File: config.mk
export PLATFORM = sky130hd
export DESIGN_NAME = data_mem_arbiter_flat
export DESIGN_NICKNAME = d
export VERILOG_FILES = /design/src/rtl/data_mem_arbiter_pkg.sv /design/src/rtl/data_mem_arbiter_if.sv /design/src/rtl/data_mem_arb_pick.sv /design/src/rtl/data_mem_arbiter.sv /design/src/flat_wrapper.sv
export SDC_FILE = /design/constraint.sdc
export NUM_CORES = 1
export LEC_CHECK = 0
export CAP_MARGIN = 20
export CELL_PAD_IN_SITES_DETAIL_PLACEMENT = 0
export CELL_PAD_IN_SITES_GLOBAL_PLACEMENT = 2
export CORE_AREA = 2 2 338 340
export DETAILED_ROUTE_END_ITERATION = 10
export DIE_AREA = 0 0 340 342
export PLACE_DENSITY = 0.63
export SLEW_MARGIN = 10
export SYNTH_ARGS = -nofsm -noshare
export SYNTH_HDL_FRONTEND = slang
export SYNTH_SLANG_ARGS = --single-unit
File: constraint.sdc
create_clock -name CLK -period 4.91 [get_ports CLK]
set_input_delay 0.491 -clock CLK [delete_from_list [all_inputs] [get_ports CLK]]
set_output_delay 0.491 -clock CLK [all_outputs]
set_load 0.02 [all_outputs]
File: src/rtl/data_mem_arbiter_pkg.sv
// Shared definitions for the two-requester block data memory arbiter:
// FSM state encoding, requester ids and default bus widths.
package data_mem_arbiter_pkg;

  localparam int ADDR_W_DEF      = 28;
  localparam int DATA_W_DEF      = 128;
  localparam int TIMEOUT_CYC_DEF = 1024;

  typedef enum logic [1:0] {
    ST_IDLE = 2'd0,
    ST_WAIT = 2'd1,
    ST_DONE = 2'd2
  } arb_state_e;

  localparam logic REQ_I = 1'b0;
  localparam logic REQ_D = 1'b1;

  // Exactly one of READ/WRITE makes a request; both high is illegal and ignored.
  function automatic logic req_valid(input logic rd, input logic wr);
    return rd ^ wr;
  endfunction

endpackage

File: src/rtl/data_mem_arbiter_if.sv
// Block memory handshake bundle, shared by each requester link and by the memory link.
interface data_mem_arbiter_if #(
  parameter int ADDR_W = data_mem_arbiter_pkg::ADDR_W_DEF,
  parameter int DATA_W = data_mem_arbiter_pkg::DATA_W_DEF
);
  // Handshake: the master raises exactly one of READ/WRITE and holds it plus
  // ADDRESS/WRITEDATA stable while BUSYWAIT is high; the cycle BUSYWAIT is low
  // with the request still up is the completion (READDATA valid for reads),
  // after which the master drops or changes its request at the next edge.
  logic              READ;
  logic              WRITE;
  logic [ADDR_W-1:0] ADDRESS;
  logic [DATA_W-1:0] WRITEDATA;
  logic [DATA_W-1:0] READDATA;
  logic              BUSYWAIT;

  modport master (
    output READ, WRITE, ADDRESS, WRITEDATA,
    input  READDATA, BUSYWAIT
  );

  modport slave (
    input  READ, WRITE, ADDRESS, WRITEDATA,
    output READDATA, BUSYWAIT
  );

endinterface

File: src/rtl/data_mem_arb_pick.sv
// Two-way round-robin selector: on a tie the requester not served last time wins.
module data_mem_arb_pick import data_mem_arbiter_pkg::*; (
  input  logic valid0,
  input  logic valid1,
  input  logic last_grant,
  output logic grant,
  output logic any
);

  always_comb begin
    any = valid0 | valid1;
    if (valid0 && valid1) begin
      grant = ~last_grant;
    end else if (valid1) begin
      grant = REQ_D;
    end else begin
      grant = REQ_I;
    end
  end

endmodule

File: src/rtl/data_mem_arbiter.sv
// Serialises I-cache (r0) and D-cache (r1) block transactions onto one block
// memory, presenting each requester the memory's own READ/WRITE/BUSYWAIT handshake.
module data_mem_arbiter import data_mem_arbiter_pkg::*; #(
  parameter int ADDR_W      = ADDR_W_DEF,
  parameter int DATA_W      = DATA_W_DEF,
  parameter int TIMEOUT_CYC = TIMEOUT_CYC_DEF
) (
  input  logic                CLK,
  input  logic                RESETN,
  data_mem_arbiter_if.slave   r0,
  data_mem_arbiter_if.slave   r1,
  data_mem_arbiter_if.master  mem,
  output logic                TIMEOUT,
  output arb_state_e          dbg_state
);

  localparam int CNT_W = (TIMEOUT_CYC > 1) ? $clog2(TIMEOUT_CYC) : 1;
  localparam logic [CNT_W-1:0] CNT_LAST = CNT_W'(TIMEOUT_CYC - 1);

  arb_state_e        state_q, state_d;
  logic              grant_q, grant_d;
  logic              last_grant_q, last_grant_d;
  logic [ADDR_W-1:0] addr_q, addr_d;
  logic [DATA_W-1:0] wdata_q, wdata_d;
  logic              mem_read_q, mem_read_d;
  logic              mem_write_q, mem_write_d;
  logic [CNT_W-1:0]  wait_cnt_q, wait_cnt_d;
  logic              timeout_q, timeout_d;
  logic [DATA_W-1:0] rdata0_q, rdata0_d;
  logic [DATA_W-1:0] rdata1_q, rdata1_d;

  logic              valid0, valid1;
  logic              pick_grant, pick_any;
  logic              sel_read;
  logic [ADDR_W-1:0] sel_addr;
  logic [DATA_W-1:0] sel_wdata;

  assign valid0 = req_valid(r0.READ, r0.WRITE);
  assign valid1 = req_valid(r1.READ, r1.WRITE);

  data_mem_arb_pick u_pick (
    .valid0     (valid0),
    .valid1     (valid1),
    .last_grant (last_grant_q),
    .grant      (pick_grant),
    .any        (pick_any)
  );

  always_comb begin
    if (pick_grant == REQ_D) begin
      sel_read  = r1.READ;
      sel_addr  = r1.ADDRESS;
      sel_wdata = r1.WRITEDATA;
    end else begin
      sel_read  = r0.READ;
      sel_addr  = r0.ADDRESS;
      sel_wdata = r0.WRITEDATA;
    end
  end

  always_comb begin
    state_d      = state_q;
    grant_d      = grant_q;
    last_grant_d = last_grant_q;
    addr_d       = addr_q;
    wdata_d      = wdata_q;
    mem_read_d   = mem_read_q;
    mem_write_d  = mem_write_q;
    wait_cnt_d   = wait_cnt_q;
    timeout_d    = 1'b0;
    rdata0_d     = rdata0_q;
    rdata1_d     = rdata1_q;

    case (state_q)
      ST_IDLE: begin
        if (pick_any) begin
          grant_d      = pick_grant;
          last_grant_d = pick_grant;
          addr_d       = sel_addr;
          wdata_d      = sel_wdata;
          mem_read_d   = sel_read;
          mem_write_d  = ~sel_read;
          wait_cnt_d   = '0;
          state_d      = ST_WAIT;
        end
      end
      ST_WAIT: begin
        wait_cnt_d = wait_cnt_q + CNT_W'(1);
        // BUSYWAIT is only trusted from the second WAIT cycle, once the memory
        // has seen the strobe; a normal finish beats the timeout in the last cycle.
        if ((wait_cnt_q != '0) && !mem.BUSYWAIT) begin
          if (mem_read_q) begin
            if (grant_q == REQ_D) rdata1_d = mem.READDATA;
            else                  rdata0_d = mem.READDATA;
          end
          mem_read_d  = 1'b0;
          mem_write_d = 1'b0;
          state_d     = ST_DONE;
        end else if (wait_cnt_q == CNT_LAST) begin
          mem_read_d  = 1'b0;
          mem_write_d = 1'b0;
          timeout_d   = 1'b1;
          state_d     = ST_DONE;
        end
      end
      ST_DONE: begin
        state_d = ST_IDLE;
      end
      default: begin
        state_d = ST_IDLE;
      end
    endcase
  end

  always_ff @(posedge CLK or negedge RESETN) begin
    if (!RESETN) begin
      state_q      <= ST_IDLE;
      grant_q      <= REQ_I;
      last_grant_q <= REQ_D;
      addr_q       <= '0;
      wdata_q      <= '0;
      mem_read_q   <= 1'b0;
      mem_write_q  <= 1'b0;
      wait_cnt_q   <= '0;
      timeout_q    <= 1'b0;
      rdata0_q     <= '0;
      rdata1_q     <= '0;
    end else begin
      state_q      <= state_d;
      grant_q      <= grant_d;
      last_grant_q <= last_grant_d;
      addr_q       <= addr_d;
      wdata_q      <= wdata_d;
      mem_read_q   <= mem_read_d;
      mem_write_q  <= mem_write_d;
      wait_cnt_q   <= wait_cnt_d;
      timeout_q    <= timeout_d;
      rdata0_q     <= rdata0_d;
      rdata1_q     <= rdata1_d;
    end
  end

  // The completion cycle is DONE with this requester granted.
  assign r0.BUSYWAIT = valid0 & ~((state_q == ST_DONE) & (grant_q == REQ_I));
  assign r1.BUSYWAIT = valid1 & ~((state_q == ST_DONE) & (grant_q == REQ_D));
  assign r0.READDATA = rdata0_q;
  assign r1.READDATA = rdata1_q;

  assign mem.READ      = mem_read_q;
  assign mem.WRITE     = mem_write_q;
  assign mem.ADDRESS   = addr_q;
  assign mem.WRITEDATA = wdata_q;

  assign TIMEOUT   = timeout_q;
  assign dbg_state = state_q;

endmodule

File: src/flat_wrapper.sv
// flat-port wrapper written by rule: the top's interface ports become plain ports
module data_mem_arbiter_flat import data_mem_arbiter_pkg::*;
#(
  parameter int ADDR_W      = ADDR_W_DEF,
  parameter int DATA_W      = DATA_W_DEF,
  parameter int TIMEOUT_CYC = TIMEOUT_CYC_DEF
)
  (CLK, RESETN, TIMEOUT, dbg_state, r0_READ, r0_WRITE, r0_ADDRESS, r0_WRITEDATA, r0_READDATA, r0_BUSYWAIT, r1_READ, r1_WRITE, r1_ADDRESS, r1_WRITEDATA, r1_READDATA, r1_BUSYWAIT, mem_READ, mem_WRITE, mem_ADDRESS, mem_WRITEDATA, mem_READDATA, mem_BUSYWAIT);
  data_mem_arbiter_if #(.ADDR_W(ADDR_W), .DATA_W(DATA_W)) r0_i ();
  data_mem_arbiter_if #(.ADDR_W(ADDR_W), .DATA_W(DATA_W)) r1_i ();
  data_mem_arbiter_if #(.ADDR_W(ADDR_W), .DATA_W(DATA_W)) mem_i ();
  input  logic CLK;
  input  logic RESETN;
  output logic TIMEOUT;
  output arb_state_e dbg_state;
  input wire logic [$bits(r0_i.READ)-1:0] r0_READ;
  input wire logic [$bits(r0_i.WRITE)-1:0] r0_WRITE;
  input wire logic [$bits(r0_i.ADDRESS)-1:0] r0_ADDRESS;
  input wire logic [$bits(r0_i.WRITEDATA)-1:0] r0_WRITEDATA;
  output wire logic [$bits(r0_i.READDATA)-1:0] r0_READDATA;
  output wire logic [$bits(r0_i.BUSYWAIT)-1:0] r0_BUSYWAIT;
  input wire logic [$bits(r1_i.READ)-1:0] r1_READ;
  input wire logic [$bits(r1_i.WRITE)-1:0] r1_WRITE;
  input wire logic [$bits(r1_i.ADDRESS)-1:0] r1_ADDRESS;
  input wire logic [$bits(r1_i.WRITEDATA)-1:0] r1_WRITEDATA;
  output wire logic [$bits(r1_i.READDATA)-1:0] r1_READDATA;
  output wire logic [$bits(r1_i.BUSYWAIT)-1:0] r1_BUSYWAIT;
  output wire logic [$bits(mem_i.READ)-1:0] mem_READ;
  output wire logic [$bits(mem_i.WRITE)-1:0] mem_WRITE;
  output wire logic [$bits(mem_i.ADDRESS)-1:0] mem_ADDRESS;
  output wire logic [$bits(mem_i.WRITEDATA)-1:0] mem_WRITEDATA;
  input wire logic [$bits(mem_i.READDATA)-1:0] mem_READDATA;
  input wire logic [$bits(mem_i.BUSYWAIT)-1:0] mem_BUSYWAIT;
  assign r0_i.READ = r0_READ;
  assign r0_i.WRITE = r0_WRITE;
  assign r0_i.ADDRESS = r0_ADDRESS;
  assign r0_i.WRITEDATA = r0_WRITEDATA;
  assign r0_READDATA = r0_i.READDATA;
  assign r0_BUSYWAIT = r0_i.BUSYWAIT;
  assign r1_i.READ = r1_READ;
  assign r1_i.WRITE = r1_WRITE;
  assign r1_i.ADDRESS = r1_ADDRESS;
  assign r1_i.WRITEDATA = r1_WRITEDATA;
  assign r1_READDATA = r1_i.READDATA;
  assign r1_BUSYWAIT = r1_i.BUSYWAIT;
  assign mem_READ = mem_i.READ;
  assign mem_WRITE = mem_i.WRITE;
  assign mem_ADDRESS = mem_i.ADDRESS;
  assign mem_WRITEDATA = mem_i.WRITEDATA;
  assign mem_i.READDATA = mem_READDATA;
  assign mem_i.BUSYWAIT = mem_BUSYWAIT;
  data_mem_arbiter #(.ADDR_W(ADDR_W), .DATA_W(DATA_W), .TIMEOUT_CYC(TIMEOUT_CYC)) u_core (.CLK(CLK), .RESETN(RESETN), .r0(r0_i), .r1(r1_i), .mem(mem_i), .TIMEOUT(TIMEOUT), .dbg_state(dbg_state));
endmodule
==> summary.md <==
| Metric | Value |
|---|---|
| Status | `finished, final reports clean` |
| Routed WL per cell | `around 21 um` |
| Synth top area share | `roughly three fifths` |
| Core area | `~0.11 mm^2` |
| Post-synth EDFFs | `0` |
| IO buf count | `roughly 870` |
| Synth unique cells | `between 40 and 50` |
| Die width | `340 um` |
| Placer Congestion | `~0.82` |
| Sink Count | `roughly 430` |
| Final Hold Viols | `0` |
| TritonCTS buffer count | `54` |
| Cell taking the most area after synthesis | `dfrtp_1` |
| Worst-path clk slew | `approximately 0.070 ns` |
| Global-route track usage on met1 | `around 16%` |
| Mapped Nets | `between 1,500 and 2,000` |
| Critical path data arrival time | `~3.5 ns` |
| Rows | `around 120` |
| Met2 usage | `22.33%` |
| YS warnings | `0` |
| Drt total wl | `about 80,000 um` |
| Post-cts sizing count | `0` |
| MaxCap Viol Count | `0` |
| Fillers | `11,700` |
| Final #Nets | `around 2,600` |
| Tcrit/Tclk final | `61.11%` |
| Mapped Area | `0.01771 mm^2` |
| Grt met3 use | `roughly 5%` |
| #FFs+latches synth | `roughly 430` |
| CTS Root Cell | `clkbuf_16` |
| Max-Slew Margin vs Limit | `between 30% and 40%` |
| Most used DFF post-synth | `dfrtp_1` |
| Max VDD drop | `about 0.25 mV` |
| R2R cell count | `5` |
| Initial antenna violation count | `36` |
| Post-CTS Setup Bufs | `0` |
| Crit path required time | `between 5 and 6 ns` |
| Initial Utilization | `15.65%` |
| Async set-reset flop share out of synthesis | `between 90% and 100%` |
| Drt via density | `about 3.7` |
| RSZ-0062 raised after global routing | `no` |
| Clock Skews | `around 0.030 ns` |
| Boundary pin count | `just under 900` |
| Crit-path cells | `nor4_1 > and4b_1 > nand3b_1 > buf_12 > mux2_2` |
| CTS tree | `done` |
| Placed inst area | `roughly 0.028 mm^2` |
| Register area share after synthesis | `between 60 and 70%` |
| Pre-antenna DRT Iters | `5` |
| Full die area | `0.1163 mm^2` |
| Global route overflow | `0` |
| CP max FO | `94` |
| First-pass GRT wire length | `112,400 um` |
| CP startpoint kind | `register` |
| FF-to-FF Start | `u_core.wait_cnt_q[3]` |
| Nature of the critical path endpoint | `register` |
| Vias after detailed routing | `14,040` |
| Clock latency on the worst-skew pair | `between 0.6 and 0.7 ns` |
| Remaining DRCs | `0` |
| Reg2reg setup slack | `between 1.5 and 2 ns` |
| DP Wirelength | `63,480 um` |
| Final ANT Viol Nets | `0` |
| Hold_buf cts | `0` |
| Hold Crit Class | `input pin to async pin` |
| Setup TNS | `0 ns` |
| Crit Path Category | `register to register` |
| Cell count after synthesis | `about 1,300` |
| Count leader, synth | `dfrtp_1` |
| H-tree levels | `2` |
| Reg2reg end | `u_core.r1.READDATA[75]` |
| Vias in the first global route | `14,940` |
| Tot GR Track Use | `between 10% and 20%` |
| Clock buffer depth | `3` |
| Initial DRC count | `466` |
| Layout cell share with drive strength beyond 1 | `approximately 17%` |
| Syn_area_per_cell | `between 10 and 15 um^2` |
| Area grow syn2layout | `68.88%` |
| Slew @ Worst Pin | `~1.0 ns` |
| Final Cell Area | `approximately 0.030 mm^2` |
| Cell with the largest stage delay on the worst path | `nand3b_1` |
| GRT Max-Usage Layer | `met2` |
| Static leakage | `approximately 13 nW` |
| Final Max Slew Viols | `0` |
| Final setup viols | `0` |
| Pwr/cell area | `643.5 mW/mm^2` |
| Most frequent cells after synthesis | `428 x dfrtp_1, 256 x mux2_2, 168 x nand2_1, 158 x mux2i_1, 122 x o21ai_0` |
| Final min period | `roughly 3 ns` |
| Die Y | `342 um` |
| Max stage delay on crit path | `~0.75 ns` |
| Largest net degree at the start of global routing | `150` |
| Synth area leaders | `dfrtp_1 60%, mux2_2 16%, mux2i_1 8.9%` |
| Fmax | `333.3 MHz` |
[cell families after synthesis]
kind of cell / Yosys count / share of synthesized area [%]
XOR/XNOR: 3 / 0.1908
multiplexers: 414 / 25.21
AND/OR/NAND/NOR: 197 / 4.565
adder cells (fa/ha/maj): 2 / 0.1413
AO/OA/AOI/OAI: 189 / 5.618
buffers and inverters: 88 / 3.632
flip-flops: 429 / 60.64
[flip-flops by register name (all words and copies together), names as in the netlist]
register / flops
u_core.mem.WRITEDATA: 128
u_core.r0.READDATA: 128
u_core.r1.READDATA: 128
u_core.mem.ADDRESS: 28
u_core.wait_cnt_q: 10
u_core.dbg_state: 2
u_core.TIMEOUT: 1
u_core.grant_q: 1
u_core.last_grant_q: 1
u_core.mem.READ: 1
u_core.mem.WRITE: 1
[area by class of cell]
type,instances,area (um^2),share of cell area (%)
repair buffers,895,8986,30.05
well taps,1512,1892,6.327
diodes,14,35.03,0.1172
clock inverters,24,299.0,1.000
multi-input cells,805,6351,21.24
inverters,5,18.77,0.06277
clock buffers,78,1583,5.293
flip-flops and latches,429,10740,35.91
[report_power, final]
part | internal, mW | switching [mW] | leakage (nW)
sequential | 5.18 | 0.948 | 5.41
clock | 2.56 | 1.66 | 0.935
combinational | 4.30 | 4.59 | 6.32
total | 12.0 | 7.20 | 12.7
[metal layers]
metal,up-vias,routed length (um)
met5,-,105
met4,16,2008
met3,136,6868
met2,579,39060
met1,6900,32390
li1,6405,-
[worst max-delay path: cells and delay by family (launching register included)]
kind,cells,cell delay (ns)
simple gates,3,1.31
flops,1,0.46
buf+inv,1,0.45
mux,1,0.40
[cell usage in the layout (no fill, tap or decap), drive strengths merged, types with 2 or more instances in the layout]
master / n
a21oi: 6
mux2i: 158
bufinv: 6
buf: 31
diode: 14
nand2: 168
nor2: 8
o21ai: 169
mux2: 256
inv: 7
xor2: 2
nand4: 3
o21a: 2
o31ai: 2
clkdlybuf4s50: 864
and2: 2
dfrtp: 428
nor2b: 3
nand3: 3
clkinv: 15
nor3: 2
ha: 2
and3: 2
clkbuf: 78
o41ai: 2
[worst max-delay path by stage]
stage	cells after the start	startpoint	to	slack, ns
2_1_floorplan	7	u_core.dbg_state[1]	u_core.r0.READDATA[10]	2.96
3_3_place_gp	5	mem_BUSYWAIT	u_core.r1.READDATA[75]	1.91
3_5_place_dp	6	r0_READ	u_core.mem.WRITEDATA[53]	1.78
4_1_cts	5	u_core.wait_cnt_q[3]	u_core.r1.READDATA[64]	1.94
5_1_grt	5	u_core.wait_cnt_q[3]	u_core.r1.READDATA[75]	1.77
6_report	5	u_core.wait_cnt_q[3]	u_core.r1.READDATA[75]	1.91
[stage by stage]
stage               hold slack (ns)  total power [mW]  instances  utilization (%)  setup slack [ns]
detailed placement           0.4694             15.20       3645            24.74             1.784
floorplan                    0.1954             10.31       1322                -             2.956
global route                0.03990             20.33       3752            26.41             1.765
finish                     0.003533             19.24       3762            26.44             1.910
global placement             0.4641             15.09       3645            24.74             1.910
CTS                        0.007446             19.59       3747            26.40             1.937
No activity file was read; power rests on OpenSTA's default activity.
